$ cat config.mk
export PLATFORM = sky130hd
export DESIGN_NAME = wr_line_packer_flat
export DESIGN_NICKNAME = d
export VERILOG_FILES = /design/src/rtl/wr_line_packer_if.sv /design/src/rtl/wr_line_packer.sv /design/src/flat_wrapper.sv
export SDC_FILE = /design/constraint.sdc
export NUM_CORES = 1
export LEC_CHECK = 0
export BUFFER_PORTS_ARGS = -buffer_cell sky130_fd_sc_hd__buf_2
export CAP_MARGIN = 25
export CORE_UTILIZATION = 46
export CTS_CLUSTER_SIZE = 28
export DETAILED_ROUTE_END_ITERATION = 6
export HOLD_SLACK_MARGIN = 0.12
export PLACE_DENSITY = 0.74
export SETUP_SLACK_MARGIN = 0.15
export SLEW_MARGIN = 20
export SYNTH_ARGS = -nofsm -noshare
export SYNTH_HDL_FRONTEND = slang
export SYNTH_SLANG_ARGS = --single-unit
$ cat constraint.sdc
create_clock -name clk -period 10.1 [get_ports clk]
set_input_delay 1.01 -clock clk [delete_from_list [all_inputs] [get_ports clk]]
set_output_delay 1.01 -clock clk [all_outputs]
set_load 0.02 [all_outputs]
$ cat src/rtl/wr_line_packer_if.sv
// Word-in / line-out bundle between an upstream word source, the packer and the memory controller write port.
interface wr_line_packer_if #(
  parameter int DATA_WIDTH = 128,
  parameter int ADDR_WIDTH = 26,
  parameter int WORD_WIDTH = 32
);
  localparam int LB = $clog2(DATA_WIDTH / WORD_WIDTH);

  logic                     s_valid;
  logic                     s_ready;
  logic [ADDR_WIDTH+LB-1:0] s_addr;
  logic [WORD_WIDTH-1:0]    s_word;
  logic                     flush;
  logic                     wr_en;
  logic [ADDR_WIDTH-1:0]    wr_addr;
  logic [DATA_WIDTH-1:0]    wr_data;
  logic                     wr_busy;
  logic                     idle;
  logic [15:0]              partial_cnt;

  modport master (
    output s_valid, s_addr, s_word, flush, wr_busy,
    input  s_ready, wr_en, wr_addr, wr_data, idle, partial_cnt
  );

  modport slave (
    input  s_valid, s_addr, s_word, flush, wr_busy,
    output s_ready, wr_en, wr_addr, wr_data, idle, partial_cnt
  );
endinterface

$ cat src/rtl/wr_line_packer.sv
// Packs addressed words into full controller lines; a completed line issues wr_en one cycle later when wr_busy is low.
// s_ready drops while the output buffer is full; WR_LINE_PACKER_TIMEOUT_EN adds an idle auto-close of the open line.
module wr_line_packer #(
  parameter int                    DATA_WIDTH = 128,
  parameter int                    ADDR_WIDTH = 26,
  parameter int                    WORD_WIDTH = 32,
  parameter logic [WORD_WIDTH-1:0] FILL_WORD  = '0,
  parameter int                    TIMEOUT    = 64
) (
  input  logic            clk,
  input  logic            rst,
  wr_line_packer_if.slave bus
);
  localparam int LANES = DATA_WIDTH / WORD_WIDTH;
  localparam int LB    = $clog2(LANES);

  typedef struct packed {
    logic [ADDR_WIDTH-1:0] addr;
    logic [DATA_WIDTH-1:0] data;
  } line_t;

  line_t            acc, acc_n, out_line, load_line;
  logic [LANES-1:0] acc_mask, mask_n, load_mask;
  logic             out_full, out_partial, flush_pending, pending_n, holdoff;
  logic             load, flush_req, flush_move, accept, acc_open, wr_en, tmo_flush;
  logic [15:0]      partial_cnt;
  logic [LB-1:0]    lane;
  logic [ADDR_WIDTH-1:0] s_line;

  assign acc_open = |acc_mask;
  assign accept   = bus.s_valid && !out_full;
  assign wr_en    = out_full && !bus.wr_busy && !holdoff;
  assign lane     = bus.s_addr[LB-1:0];
  assign s_line   = bus.s_addr[ADDR_WIDTH+LB-1:LB];

`ifdef WR_LINE_PACKER_TIMEOUT_EN
  localparam int TW = $clog2(TIMEOUT) + 1;
  logic [TW-1:0] tmo_cnt;

  always_ff @(posedge clk or posedge rst) begin
    if (rst) begin
      tmo_cnt <= '0;
    end else if (accept || !acc_open) begin
      tmo_cnt <= '0;
    end else if (tmo_cnt != TW'(TIMEOUT - 1)) begin
      tmo_cnt <= tmo_cnt + 1'b1;
    end
  end

  assign tmo_flush = acc_open && (tmo_cnt == TW'(TIMEOUT - 1));
`else
  assign tmo_flush = (TIMEOUT < 0);
`endif

  // Merge the accepted word first, then let a flush act on whatever line is left open.
  always_comb begin
    acc_n     = acc;
    mask_n    = acc_mask;
    load      = 1'b0;
    load_line = acc;
    load_mask = acc_mask;
    if (accept) begin
      if (acc_open && ((s_line != acc.addr) || acc_mask[lane])) begin
        load = 1'b1;
      end
      if (!acc_open || load) begin
        acc_n.data = {LANES{FILL_WORD}};
        mask_n     = '0;
      end
      acc_n.addr = s_line;
      acc_n.data[lane*WORD_WIDTH +: WORD_WIDTH] = bus.s_word;
      mask_n[lane] = 1'b1;
      // Only the new line can be complete here: a single word never fills LANES >= 2.
      if (&mask_n) begin
        load      = 1'b1;
        load_line = acc_n;
        load_mask = mask_n;
        mask_n    = '0;
      end
    end
    flush_req  = flush_pending || ((bus.flush || tmo_flush) && (|mask_n));
    flush_move = flush_req && (|mask_n) && !out_full && !load;
    if (flush_move) begin
      load      = 1'b1;
      load_line = acc_n;
      load_mask = mask_n;
      mask_n    = '0;
    end
    pending_n = flush_req && (|mask_n);
  end

  always_ff @(posedge clk or posedge rst) begin
    if (rst) begin
      acc           <= '0;
      acc_mask      <= '0;
      out_line      <= '0;
      out_full      <= 1'b0;
      out_partial   <= 1'b0;
      flush_pending <= 1'b0;
      holdoff       <= 1'b0;
      partial_cnt   <= '0;
    end else begin
      acc           <= acc_n;
      acc_mask      <= mask_n;
      flush_pending <= pending_n;
      holdoff       <= wr_en;
      if (load) begin
        out_line    <= load_line;
        out_partial <= ~&load_mask;
        out_full    <= 1'b1;
      end else if (wr_en) begin
        out_full    <= 1'b0;
      end
      if (wr_en && out_partial && (partial_cnt != 16'hFFFF)) begin
        partial_cnt <= partial_cnt + 16'd1;
      end
    end
  end

  assign bus.s_ready     = !out_full;
  assign bus.wr_en       = wr_en;
  assign bus.wr_addr     = out_line.addr;
  assign bus.wr_data     = out_line.data;
  assign bus.idle        = !acc_open && !out_full && !flush_pending;
  assign bus.partial_cnt = partial_cnt;
endmodule

$ cat src/flat_wrapper.sv
// flat-port wrapper written by rule: the top's interface ports become plain ports
module wr_line_packer_flat 
#(
  parameter int                    DATA_WIDTH = 128,
  parameter int                    ADDR_WIDTH = 26,
  parameter int                    WORD_WIDTH = 32,
  parameter logic [WORD_WIDTH-1:0] FILL_WORD  = '0,
  parameter int                    TIMEOUT    = 64
)
  (clk, rst, bus_s_valid, bus_s_addr, bus_s_word, bus_flush, bus_wr_busy, bus_s_ready, bus_wr_en, bus_wr_addr, bus_wr_data, bus_idle, bus_partial_cnt);
  wr_line_packer_if #(.DATA_WIDTH(DATA_WIDTH), .ADDR_WIDTH(ADDR_WIDTH), .WORD_WIDTH(WORD_WIDTH)) bus_i ();
  input  logic clk;
  input  logic rst;
  input wire logic [$bits(bus_i.s_valid)-1:0] bus_s_valid;
  input wire logic [$bits(bus_i.s_addr)-1:0] bus_s_addr;
  input wire logic [$bits(bus_i.s_word)-1:0] bus_s_word;
  input wire logic [$bits(bus_i.flush)-1:0] bus_flush;
  input wire logic [$bits(bus_i.wr_busy)-1:0] bus_wr_busy;
  output wire logic [$bits(bus_i.s_ready)-1:0] bus_s_ready;
  output wire logic [$bits(bus_i.wr_en)-1:0] bus_wr_en;
  output wire logic [$bits(bus_i.wr_addr)-1:0] bus_wr_addr;
  output wire logic [$bits(bus_i.wr_data)-1:0] bus_wr_data;
  output wire logic [$bits(bus_i.idle)-1:0] bus_idle;
  output wire logic [$bits(bus_i.partial_cnt)-1:0] bus_partial_cnt;
  assign bus_i.s_valid = bus_s_valid;
  assign bus_i.s_addr = bus_s_addr;
  assign bus_i.s_word = bus_s_word;
  assign bus_i.flush = bus_flush;
  assign bus_i.wr_busy = bus_wr_busy;
  assign bus_s_ready = bus_i.s_ready;
  assign bus_wr_en = bus_i.wr_en;
  assign bus_wr_addr = bus_i.wr_addr;
  assign bus_wr_data = bus_i.wr_data;
  assign bus_idle = bus_i.idle;
  assign bus_partial_cnt = bus_i.partial_cnt;
  wr_line_packer #(.DATA_WIDTH(DATA_WIDTH), .ADDR_WIDTH(ADDR_WIDTH), .WORD_WIDTH(WORD_WIDTH), .FILL_WORD(FILL_WORD), .TIMEOUT(TIMEOUT)) u_core (.clk(clk), .rst(rst), .bus(bus_i));
endmodule
==> impl_results.md <==
- Setup Fix Bufs, Post-CTS: 0
- Crit start category: primary input
- Die Area: roughly 33000 um^2
- End of the worst register-to-register path: u_core.bus.wr_data[70]
- Max-slew headroom: roughly 28%
- Ranking of synthesized cells by area: dfrtp_1, a22o_1, a221o_1
- Cell Area, Placed: 15920 um^2
- Mapped Cells: around 1200
- Die width: 180.3 um
- Crit path required time: between 10 and 15 ns
- Finished Layout Cells: 1802
- Hold depth: 1
- CP Class: primary input to flip-flop
- Top cell type's share of synthesized area: 56.81%
- Lkg Pwr: approximately 8.6 nW
- Antenna diodes: 0
- Worst skew pair latency: around 0.52 ns
- Global-route wire length before repair: around 68 mm
- Setup TNS: 0 ns
- Hold-fix buffers, CTS: 0
- Post-DP HPWL: ~25 mm
- HP Start: u_core.holdoff
- Most common cell in the netlist: dfrtp_1
- PnR worst setup slack: between 5 and 6 ns
- DR vias: approximately 12000
- Routability cong.: between 0.8 and 0.9
- DR iter-0 viols: 934
- Share of layout cells above drive strength 1: between 20% and 30%
- Avg Inst Size Synth: about 12 um^2
- Synth Net Count: ~1300
- Post-Syn Area: between 10000 and 15000 um^2
- Placed cell count: between 1500 and 2000
- Critical path's top delay family: simple AND/OR/NAND/NOR gates
- Ys async rst share: 100.0%
- FP Rows: 64
- Slowest cell delay on critical path: 0.91 ns
- Post-CTS resize count: 0
- Port Buffers: around 240
- Hold Violations, Final: 0
- Power Dens Cells: ~260 nW/um^2
- Critical Path, Cell by Cell: buf_2, xnor2_1, nand4_1, nor4_4, a41oi_1, nor3_4, o31ai_1, o31ai_4, and2_4, buf_4, a221o_1
- Initial antenna violation count: 1
- Design Area, Final: around 17000 um^2
- Gr usage total: between 20% and 30%
- Drt via density: roughly 6.5
- Pre-antenna DRT Iters: 5
- FMAX: about 200 MHz
- Largest net degree at the start of global routing: about 190
- RSZ-0062 raised after global routing: false
- WL final: 42.84 mm
- Cell count along the critical path: 11
- GR Overflow Total: 0
- Remaining DRCs: 0
- Max FO, Critical Path: 84
- Post-synth EDFFs: 0
- Starting Density: 47.32%
- Outcome: finished clean
- Pre-CTS setup slack: 4.603 ns
- Die Y: approximately 180 um
- Arrival time of the worst setup path: roughly 5.5 ns
- Top_reg_cell synth: dfrtp_1
- Synth area leader: dfrtp_1
- Layout area overhead: 17.91%
- Num CTS Buffers: 38
- Crit path capture type: flip-flop
- Worst Tran Pin Value: 1.085 ns
- Buf+Inv Stages, Crit Path: 2
- Period minus WS final: 5.091 ns
- VDD IR max: roughly 0.00015 V
- Vias in the first global route: 11550
- FF-to-FF path depth: 10
- RR Startpoint: u_core.acc[151]
- Max_cap viols: 0
- Reg2reg setup slack: around 5.2 ns
- Clock root cell: clkbuf_16
- CTS max path bufs: 3
- Antenna-violating nets left: 0
- Layout Skew: 0.01332 ns
- Fin. max-slew vios: 0
- Core area: about 31000 um^2
- Synth Register Bits: between 300 and 400
- IO Pins: ~240
- Worst-path clk slew: 0.06 ns
- Synth Warn #: 0
- Final worst-path cycle share: between 50% and 60%
- Worst hold path type: flip-flop to flip-flop
- CTS tree: yes
- Commonest cells in the netlist: dfrtp_1, a22o_1, a221o_1, nand2_1, nor2_1
- CTS Sinks: approximately 330
- Slowest stage cell, crit path: buf_4
- Avg WL per Cell: roughly 24 um
- Finish-stage setup viols: 0
- Seq/Total Area, Yosys: between 50% and 60%
- Unique masters post-synth: 50
- Max H-tree Level: 2
- Final Net Count: around 1500
- Hold EP: u_core.holdoff
- Post-Route Utilization: a little under three fifths
## sequential cells by signal, summed over array words and instances (netlist names)
signal	cells
u_core.acc_mask	4
u_core.bus.partial_cnt	16
u_core.bus.wr_data	128
u_core.flush_pending	1
u_core.bus.wr_addr	26
u_core.out_full	1
u_core.acc	154
u_core.out_partial	1
u_core.holdoff	1
## final cells by class
cell class	instances	area (um^2)
Clock buffer	55	1149
Clock inverter	12	91.34
Fill cell	2568	13660
Inverter	4	18.77
Multi-Input combinational cell	749	5753
Sequential cell	332	8308
Tap cell	396	495.5
Timing Repair Buffer	254	1430
## logic make-up after synthesis
| group | count (synthesis) | synth area share (%) |
|---|---|---|
| AO/OA/AOI/OAI | 463 | 28.12 |
| XOR/XNOR | 41 | 2.455 |
| adder cells (fa/ha/maj) | 7 | 0.5988 |
| buffers and inverters | 134 | 4.645 |
| flip-flops | 332 | 56.81 |
| multiplexers | 3 | 0.3080 |
| AND/OR/NAND/NOR | 235 | 7.067 |
## through the flow
step           hold WS, ns  power (W)
2_1_floorplan       0.4645   0.002768
3_3_place_gp        0.4449   0.003123
3_5_place_dp        0.4617   0.003166
4_1_cts             0.4758   0.004533
5_1_grt             0.4873   0.004718
6_report            0.4736   0.004521
## how the worst max path moves through the flow
stage / start / to / slack, ns
after floorplan: rst / u_core.acc[0] / 4.66
after global placement: bus_s_addr[25] / u_core.bus.wr_addr[19] / 4.65
after CTS: bus_s_addr[25] / u_core.bus.wr_data[81] / 5.12
after detailed placement: bus_s_addr[25] / u_core.bus.wr_data[105] / 4.60
after global routing: bus_s_addr[25] / u_core.bus.wr_data[0] / 4.79
final: bus_s_addr[8] / u_core.bus.wr_data[70] / 5.01
## routing by layer
metal | GRT usage (%) | vias up | part of all wire [%]
met5 | 0 | - | 0
met2 | 40.65 | 491 | 47
li1 | - | 5051 | -
met4 | 7.966 | 0 | 2.2
met1 | 37.22 | 6035 | 44
met3 | 4.810 | 70 | 7.1
## layout by cell type, fill, tap and decap left out, drive strengths merged
cell	count
a221o	148
and2	4
or4b	1
dfrtp	332
a22oi	1
nor2	81
a221oi	5
nor2b	2
a21o	3
o311a	1
o21bai	2
mux4	1
nor4	2
nor3b	1
nand3	15
a31oi	2
buf	254
xor2	5
a41oi	4
clkinvlp	2
o21ai	6
or2	2
a2111oi	2
nor3	11
ha	7
inv	3
clkbuf	55
o31ai	8
nand2	97
a21oi	30
xnor2	36
or3	2
a22o	250
and3	2
nand4	13
clkinv	10
mux2	2
bufinv	1
o21a	1
nand2b	2
## worst reg2reg max path: cells and delay by family (launching register included)
kind,cells,cell delay (ns)
and+or+nand+nor,4,1.84
AOI/OAI and AO/OA,4,1.43
buffers and inverters,1,0.95
DFF,1,0.41
xor gates and xnor gates,1,0.20
## power breakdown
| part | internal (W) | switching (W) |
|---|---|---|
| clock | 0.000815 | 0.000547 |
| sequential | 0.00157 | 0.000185 |
| combinational | 0.000438 | 0.000968 |
| total | 0.00282 | 0.00170 |
Power figures use the tool's default switching activity.
